<file path="src/rtl/seq_add32.sv">
// Multi-cycle adder/subtractor: walks one 4-bit carry-lookahead slice across
// the operands LSB nibble first, carrying between nibbles through a register.

module cla4 (
  input  logic [3:0] din1,
  input  logic [3:0] din2,
  input  logic       carry_in,
  output logic [3:0] dout,
  output logic       carry_out,
  output logic       overflow
);
  logic [3:0] g;
  logic [3:0] p;
  logic [4:0] c;

  always_comb begin
    g    = din1 & din2;
    p    = din1 ^ din2;
    c[0] = carry_in;
    c[1] = g[0] | (p[0] & c[0]);
    c[2] = g[1] | (p[1] & g[0]) | (p[1] & p[0] & c[0]);
    c[3] = g[2] | (p[2] & g[1]) | (p[2] & p[1] & g[0]) | (p[2] & p[1] & p[0] & c[0]);
    c[4] = g[3] | (p[3] & g[2]) | (p[3] & p[2] & g[1]) | (p[3] & p[2] & p[1] & g[0])
         | (p[3] & p[2] & p[1] & p[0] & c[0]);
    dout      = p ^ c[3:0];
    carry_out = c[4];
    overflow  = c[3] ^ c[4];
  end
endmodule

module seq_add32 #(
  parameter int WIDTH = 32
) (
  input  logic             clk,
  input  logic             rst_n,
  input  logic             start,
  input  logic             sub,
  input  logic [WIDTH-1:0] a,
  input  logic [WIDTH-1:0] b,
  output logic             busy,
  output logic             done,
  output logic [WIDTH-1:0] result,
  output logic             carry_out,
  output logic             overflow
);
  localparam int NSLICE = WIDTH / 4;
  localparam int CW     = (NSLICE > 1) ? $clog2(NSLICE) : 1;
  localparam logic [CW-1:0] LAST = CW'(NSLICE - 1);

  typedef enum logic [1:0] {
    IDLE = 2'd0,
    RUN  = 2'd1,
    DONE = 2'd2
  } state_t;

  state_t           state;
  logic [CW-1:0]    cnt;
  logic [WIDTH-1:0] opa;
  logic [WIDTH-1:0] opb;
  logic [WIDTH-1:0] acc;
  logic             carry_q;

  logic [3:0] s_dout;
  logic       s_carry;
  logic       s_ovf;

  cla4 u_slice (
    .din1      (opa[3:0]),
    .din2      (opb[3:0]),
    .carry_in  (carry_q),
    .dout      (s_dout),
    .carry_out (s_carry),
    .overflow  (s_ovf)
  );

  // Subtraction is a + ~b + 1, with the +1 injected as the initial carry.
  always_ff @(posedge clk) begin
    if (!rst_n) begin
      state     <= IDLE;
      cnt       <= '0;
      opa       <= '0;
      opb       <= '0;
      acc       <= '0;
      carry_q   <= 1'b0;
      busy      <= 1'b0;
      done      <= 1'b0;
      result    <= '0;
      carry_out <= 1'b0;
      overflow  <= 1'b0;
    end else begin
      case (state)
        IDLE, DONE: begin
          done <= 1'b0;
          if (start) begin
            opa     <= a;
            opb     <= sub ? ~b : b;
            carry_q <= sub;
            cnt     <= '0;
            busy    <= 1'b1;
            state   <= RUN;
          end else begin
            state <= IDLE;
          end
        end
        RUN: begin
          opa     <= {4'b0000, opa[WIDTH-1:4]};
          opb     <= {4'b0000, opb[WIDTH-1:4]};
          acc     <= {s_dout, acc[WIDTH-1:4]};
          carry_q <= s_carry;
          cnt     <= cnt + 1'b1;
          if (cnt == LAST) begin
            result    <= {s_dout, acc[WIDTH-1:4]};
            carry_out <= s_carry;
            overflow  <= s_ovf;
            busy      <= 1'b0;
            done      <= 1'b1;
            state     <= DONE;
          end
        end
        default: begin
          busy  <= 1'b0;
          done  <= 1'b0;
          state <= IDLE;
        end
      endcase
    end
  end
endmodule
</file>
<file path="config.mk">
export PLATFORM = sky130hd
export DESIGN_NAME = seq_add32
export DESIGN_NICKNAME = d
export VERILOG_FILES = /design/src/rtl/seq_add32.sv
export SDC_FILE = /design/constraint.sdc
export NUM_CORES = 1
export LEC_CHECK = 0
export CELL_PAD_IN_SITES_DETAIL_PLACEMENT = 1
export CELL_PAD_IN_SITES_GLOBAL_PLACEMENT = 1
export CORE_ASPECT_RATIO = 0.9
export CORE_MARGIN = 3
export CORE_UTILIZATION = 39
export DETAILED_ROUTE_END_ITERATION = 7
export GPL_TIMING_DRIVEN = 0
export PLACE_DENSITY_LB_ADDON = 0.2
export SLEW_MARGIN = 20
export SYNTH_ARGS = -nofsm -noshare
export SYNTH_HDL_FRONTEND = slang
export SYNTH_HIERARCHICAL = 1
export SYNTH_SLANG_ARGS = --single-unit
</file>
<file path="constraint.sdc">
create_clock -name clk -period 1.95 [get_ports clk]
set_input_delay 0.2925 -clock clk [delete_from_list [all_inputs] [get_ports clk]]
set_output_delay 0.2925 -clock clk [all_outputs]
set_load 0.01 [all_outputs]
</file>
Word-level counts from Yosys, hierarchy flattened
Index checks and enable logic that the tools add are counted.
W data, S select, Z words.
{ "word_totals": {"word_cells": 70, "out_inout_bits": 36, "in_bits": 68, "reg_bits": 138} }
{ "classes": {"n_addsub": 1, "eq_ne": 5, "reduce_logical": 7, "n_mux": 15, "bitwise": 31} }
{ "ops": {"columns": ["op", "count"], "rows": [
  ["$pmux W32 S2", 2],
  ["$mux W32", 3],
  ["$not A32 Y32", 1],
  ["$and A1 B1 Y1", 16],
  ["$or A1 B1 Y1", 10],
  ["$reduce_and A2 Y1", 4],
  ["$xor A4 B4 Y4", 2],
  ["$pmux W3 S2", 1],
  ["$and A4 B4 Y4", 1],
  ["$mux W1", 4],
  ["$ne A2 B2 Y1 const B", 2],
  ["$pmux W1 S2", 2],
  ["$pmux W2 S2", 1],
  ["$add A3 B1 Y3 const B", 1],
  ["$eq A3 B3 Y1 const B", 1],
  ["$mux W3", 1],
  ["$eq A2 B1 Y1 const B", 1],
  ["$eq A2 B2 Y1 const B", 1],
  ["$logic_not A2 Y1", 1],
  ["$mux W2", 1],
  ["$reduce_bool A2 Y1", 1],
  ["$reduce_or A2 Y1", 1],
  ["$xor A1 B1 Y1", 1]
]} }

Depth between registers and ports, before layout
{ "depth": {"ltp_word": 7, "mapped_depth": 7, "depth_no_buf": 6} }

Hierarchy
The synthesis kept the hierarchy.
{ "by_module_without_submodules": {"columns": ["mod", "area_per_inst_um2", "n_inst", "seq_area_each_um2", "cells_each"], "rows": [
  ["seq_add32", 5649.2, 1, 2682.6, 638],
  ["cla4", 170.2, 1, 0.0, 20]
]} }

Least setup slack after synthesis
No wires, ideal clock.
{ "synth_path": {"path_type": "reg2reg", "from": "register opa[0]", "to": "register overflow", "t_arrival_ns": 1.437, "period_less_slack_ns": 1.554, "path_buffers": 0, "setup_ns": 0.116, "stages_incl_launch_ff": 7, "t_required_ns": 1.834, "slack_ns": 0.396, "path_cell_list": "dfxtp_1 -> ha_1 -> a21o_1 -> a31oi_2 -> mux2_1 -> nand2_1 -> a21boi_1"} }
{ "synth_between": {"elab_chain_len": 5, "elab_cells_between_ends": 13, "classes_between": "bitwise: 13"} }
{ "synth_rtl": {"columns": ["item", "line", "rtl"], "rows": [
  ["from (decl)", "58", "logic [WIDTH-1:0] opa;"],
  ["from (signal assigned)", "106", "opa <= {4'b0000, opa[WIDTH-1:4]};"],
  ["$and A4 B4 Y4 or $xor A4 B4 Y4 (tied branches)", "17, 18", null],
  ["$and A1 B1 Y1 (on tied branches)", "22, 23, 24", null],
  ["$or A1 B1 Y1, or another cell as far along", "22", "c[3] = g[2] | (p[2] & g[1]) | (p[2] & p[1] & g[0]) | (p[2] & p[1] & p[0] & c[0]);"],
  ["$or A1 B1 Y1 (on tied branches)", "22, 24", null],
  ["$xor A1 B1 Y1 *", "27", "overflow = c[3] ^ c[4];"],
  ["via s_ovf", "65", "logic s_ovf;"],
  ["to (signal assigned)", "114", "overflow <= s_ovf;"],
  ["to (decl)", "44", "output logic overflow"]
]} }
Mark *: on every way through the listed nets, which the timed path passes. The rest lies on a longest branch.
A chain may end at the register's enable or synchronous reset.

Worst setup path in the final report
{ "layout_path": {"from": "register cnt[0]", "to": "register result[10]"} }
{ "layout_between": {"elab_chain_len": 2} }
{ "layout_rtl": {"columns": ["item", "line", "rtl"], "rows": [
  ["from (decl)", "57", "logic [CW-1:0] cnt;"],
  ["from (signal assigned)", "110", "cnt <= cnt + 1'b1;"],
  ["$eq A3 B3 Y1", "111", "if (cnt == LAST) begin"],
  ["$reduce_and A2 Y1 (no line)", null, null],
  ["to (signal assigned)", "112", "result <= {s_dout, acc[WIDTH-1:4]};"],
  ["to (decl)", "42", "output logic [WIDTH-1:0] result,"]
]} }
No other way between the ends.

==> flow_summary.ini <==
[sta]
slew_headroom_pct = 67.4
worst-slew-pin-transition_ps = 488
min_period_ps = 1810
fin_tns_setup_ps = 0
fmax_mhz = 553
skew_ps = 11.3
finalMaxSlewViolations = 0
fin_crit_sh_pct = 92.8
finalHoldViolCount = 0
final-setup-viol-count = 0
rsz0062_at_grt = false

[place]
place_inst = 952
gp_congestion = 0.848
dp_hpwl_microns = 12100
numPortBuffers = 101

[drt]
drtIter0Drc = 293
drc_errors = 0
route.vias.total = 5139
first_pass_iters = 4
wl_microns = 16400
detail-route-antenna-nets = 0
post_drt_wl_per_cell_microns = 16.7
drt-vias-per-instance = 5.23

[power_and_ir_drop]
power_density_nw_per_um2 = 878
peakVddDrop_v = 0.000677
p_int_w = 0.00509
p_leak_nw = 2.79
p_sw_share_pct = 23.9
power_switching_w = 0.00160
pwr-share-comb_pct = 11.9
finalPower_w = 0.00669
seq_power_share_pct = 43.7
clkPwrFrac_pct = 44.4

[floorplan]
initial_core_util_pct = 40.7
die_height_microns = 122
core_sq_um = 14300
io_pins = 104
dieWidth_microns = 135
die_area_sq_um = 16400
rows = 41

[clock_tree]
clkTransAtPathRegs_ps = 50
htree_levels = 4
cts_tree = yes
worst_skew_pair.late_latency_ps = 420
cts_buffer_depth = 2
cts_buffers = 17
cts-root-buf = clkbuf_16
clock_sinks = 134

[job]
cap_viol_max_count = 0

[finish]
layout-drive-gt1-share_pct = 10.3
n_antenna_cell = 0
syn2layout_area_growth_pct = 30.9
fin_cells = 982
final_nets = 853

[outcome]
status = finished, final reports clean

[global_routing]
grt_pass1_vias = 5383
gr-total-overflow = 0
grt_use_total_pct = 20.7
grt_max_degree = 17
grt_first_pass_wirelength_microns = 26800
antenna_found_initial = 0

[yosys]
avgSynthCellArea_sq_um = 8.84
synth.distinct_cells = 36
ys_seq_area_share_pct = 46.1
synth_seq_cells = 134
synthCells = 658
synth_nets = 733
yosys_warnings = 6
syn-cell-area_sq_um = 5820

[worst_hold_path]
hp-class = input pin to flop

[worst_setup_path]
start_kind = flop
crit_path_max_incr_delay_ps = 380
critPathSlowestCell = nand3b_1
critical_path_required_ps = 2300
cp_max_fo = 10
path_cells = ha_1 > ha_1 > nand3b_1 > clkbuf_2 > nand2_1 > a21boi_1
r2r_slack_ps = 140
cp_data_arrival_time_ps = 2160
cpMostUsedCell = ha_1
crit_type = flop to flop
cp-end-kind = flop
-- layer usage --
layer  routed length, microns  vias up  global-route usage [%]
li1                         -     2509                       -
met4                      168        0                    4.58
met3                      512       14                    5.53
met5                        0        -                       0
met2                     8480       85                    36.4
met1                     7230     2531                    25.4
-- worst paths after layout --
check	start	end	cells after the start
worst max-delay path	cnt[0]$_SDFFE_PN0P_	result[10]$_SDFFE_PN0P_	6
worst min-delay path	sub	opb[29]$_SDFFE_PN0P_	4
worst max register to register	cnt[0]$_SDFFE_PN0P_	result[10]$_SDFFE_PN0P_	6
worst min register to register	result[21]$_SDFFE_PN0P_	result[21]$_SDFFE_PN0P_	2
-- power groups by stage --
stage	clock network, W	registers (W)	logic (W)
6_report	0.00297	0.00292	0.000794
5_1_grt	0.00317	0.00293	0.000873
4_1_cts	0.00301	0.00292	0.000800
3_5_place_dp	0	0.00298	0.000792
3_3_place_gp	0	0.00297	0.000758
2_1_floorplan	0	0.00296	0.000488
-- sequential cells by signal (all words and copies together) (netlist names) --
register   flops
done           1
opa           32
busy           1
acc           28
cnt            3
state          2
carry_out      1
opb           32
result        32
overflow       1
carry_q        1
-- synthesized netlist by cell type, drive strengths merged --
cell / n / share of area [%]
and3: 2 / 0.21
buf: 43 / 4.0
a21boi: 101 / 13
nand2: 163 / 11
xnor2: 3 / 0.45
a31oi: 1 / 0.21
dfxtp: 134 / 46
nor2: 3 / 0.19
nand2b: 2 / 0.21
o21bai: 1 / 0.13
o211ai: 4 / 0.52
a22oi: 29 / 3.7
o21a: 1 / 0.13
o221ai: 24 / 4.7
o32ai: 1 / 0.15
nand3b: 1 / 0.13
o211a: 1 / 0.17
ha: 6 / 1.3
and3b: 1 / 0.15
mux2: 1 / 0.19
xor2: 32 / 4.8
nor2b: 1 / 0.11
fa: 1 / 0.34
a21oi: 1 / 0.086
and2: 2 / 0.21
o21ai: 1 / 0.086
inv: 6 / 0.39
and2b: 1 / 0.13
clkbuf: 18 / 1.2
a21o: 2 / 0.26
nand3: 71 / 6.1
-- cells in the final DEF (no fill, tap or decap), types with 9 or more instances in the layout --
master / synthesis / layout
a21boi_1: 97 / 97
a22oi_1: 29 / 29
buf_2: 32 / 32
buf_4: 9 / 9
clkbuf_1: 18 / 20
clkbuf_16: 0 / 17
clkdlybuf4s50_1: 0 / 101
dfxtp_1: 134 / 134
nand2_1: 162 / 162
nand3_1: 71 / 71
o221ai_1: 14 / 14
o221ai_2: 10 / 10
xor2_1: 32 / 32
-- cells by family (layout without fill, tap and decap cells) --
group	count (synthesis)	count (layout)	synth area share (%)
and+or+nand+nor	247	247	18.0
AOI/OAI and AO/OA	167	167	23.2
DFF	134	134	46.1
buffers and inverters	67	198	5.59
xor gates and xnor gates	35	35	5.27
adders and majority gates	7	7	1.63
muxes	1	1	0.193
-- worst max-delay path: cells and delay by family (launching register included) --
| family | cells | cell delay [ps] |
|---|---|---|
| AO/OA/AOI/OAI | 1 | 160 |
| AND/OR/NAND/NOR | 2 | 470 |
| flip-flops | 1 | 320 |
| adder cells (fa/ha/maj) | 2 | 480 |
| buffers and inverters | 1 | 310 |
-- repair_timing --
action,4_1_cts,5_1_grt
pin swaps,1,0
resized for setup,1,4
hold buffers,0,0
hold endpoints to repair,0,0
endpoints found under the setup margin,11,20
setup buffers,0,0
-- metrics by stage --
step	worst slack (ps)	hold WS, ps	instance area, sq um	util [%]
floorplan	396	427	5820	-
global placement	94.4	443	7070	49.4
detailed placement	-8.85	450	7070	49.4
CTS	-8.49	275	7620	53.2
global route	8.55	291	7620	53.2
finish	141	286	7620	53.2
-- area by class of cell --
cell class / instances / area (sq um)
flip-flops and latches: 134 / 2680
repair buffers: 101 / 1010
multi-input cells: 457 / 2810
well taps: 193 / 241
plain buffers: 61 / 307
clock inverters: 4 / 45.0
fillers: 1620 / 6690
inverters: 6 / 22.5
clock buffers: 26 / 499
No activity file was read; power rests on OpenSTA's default activity.
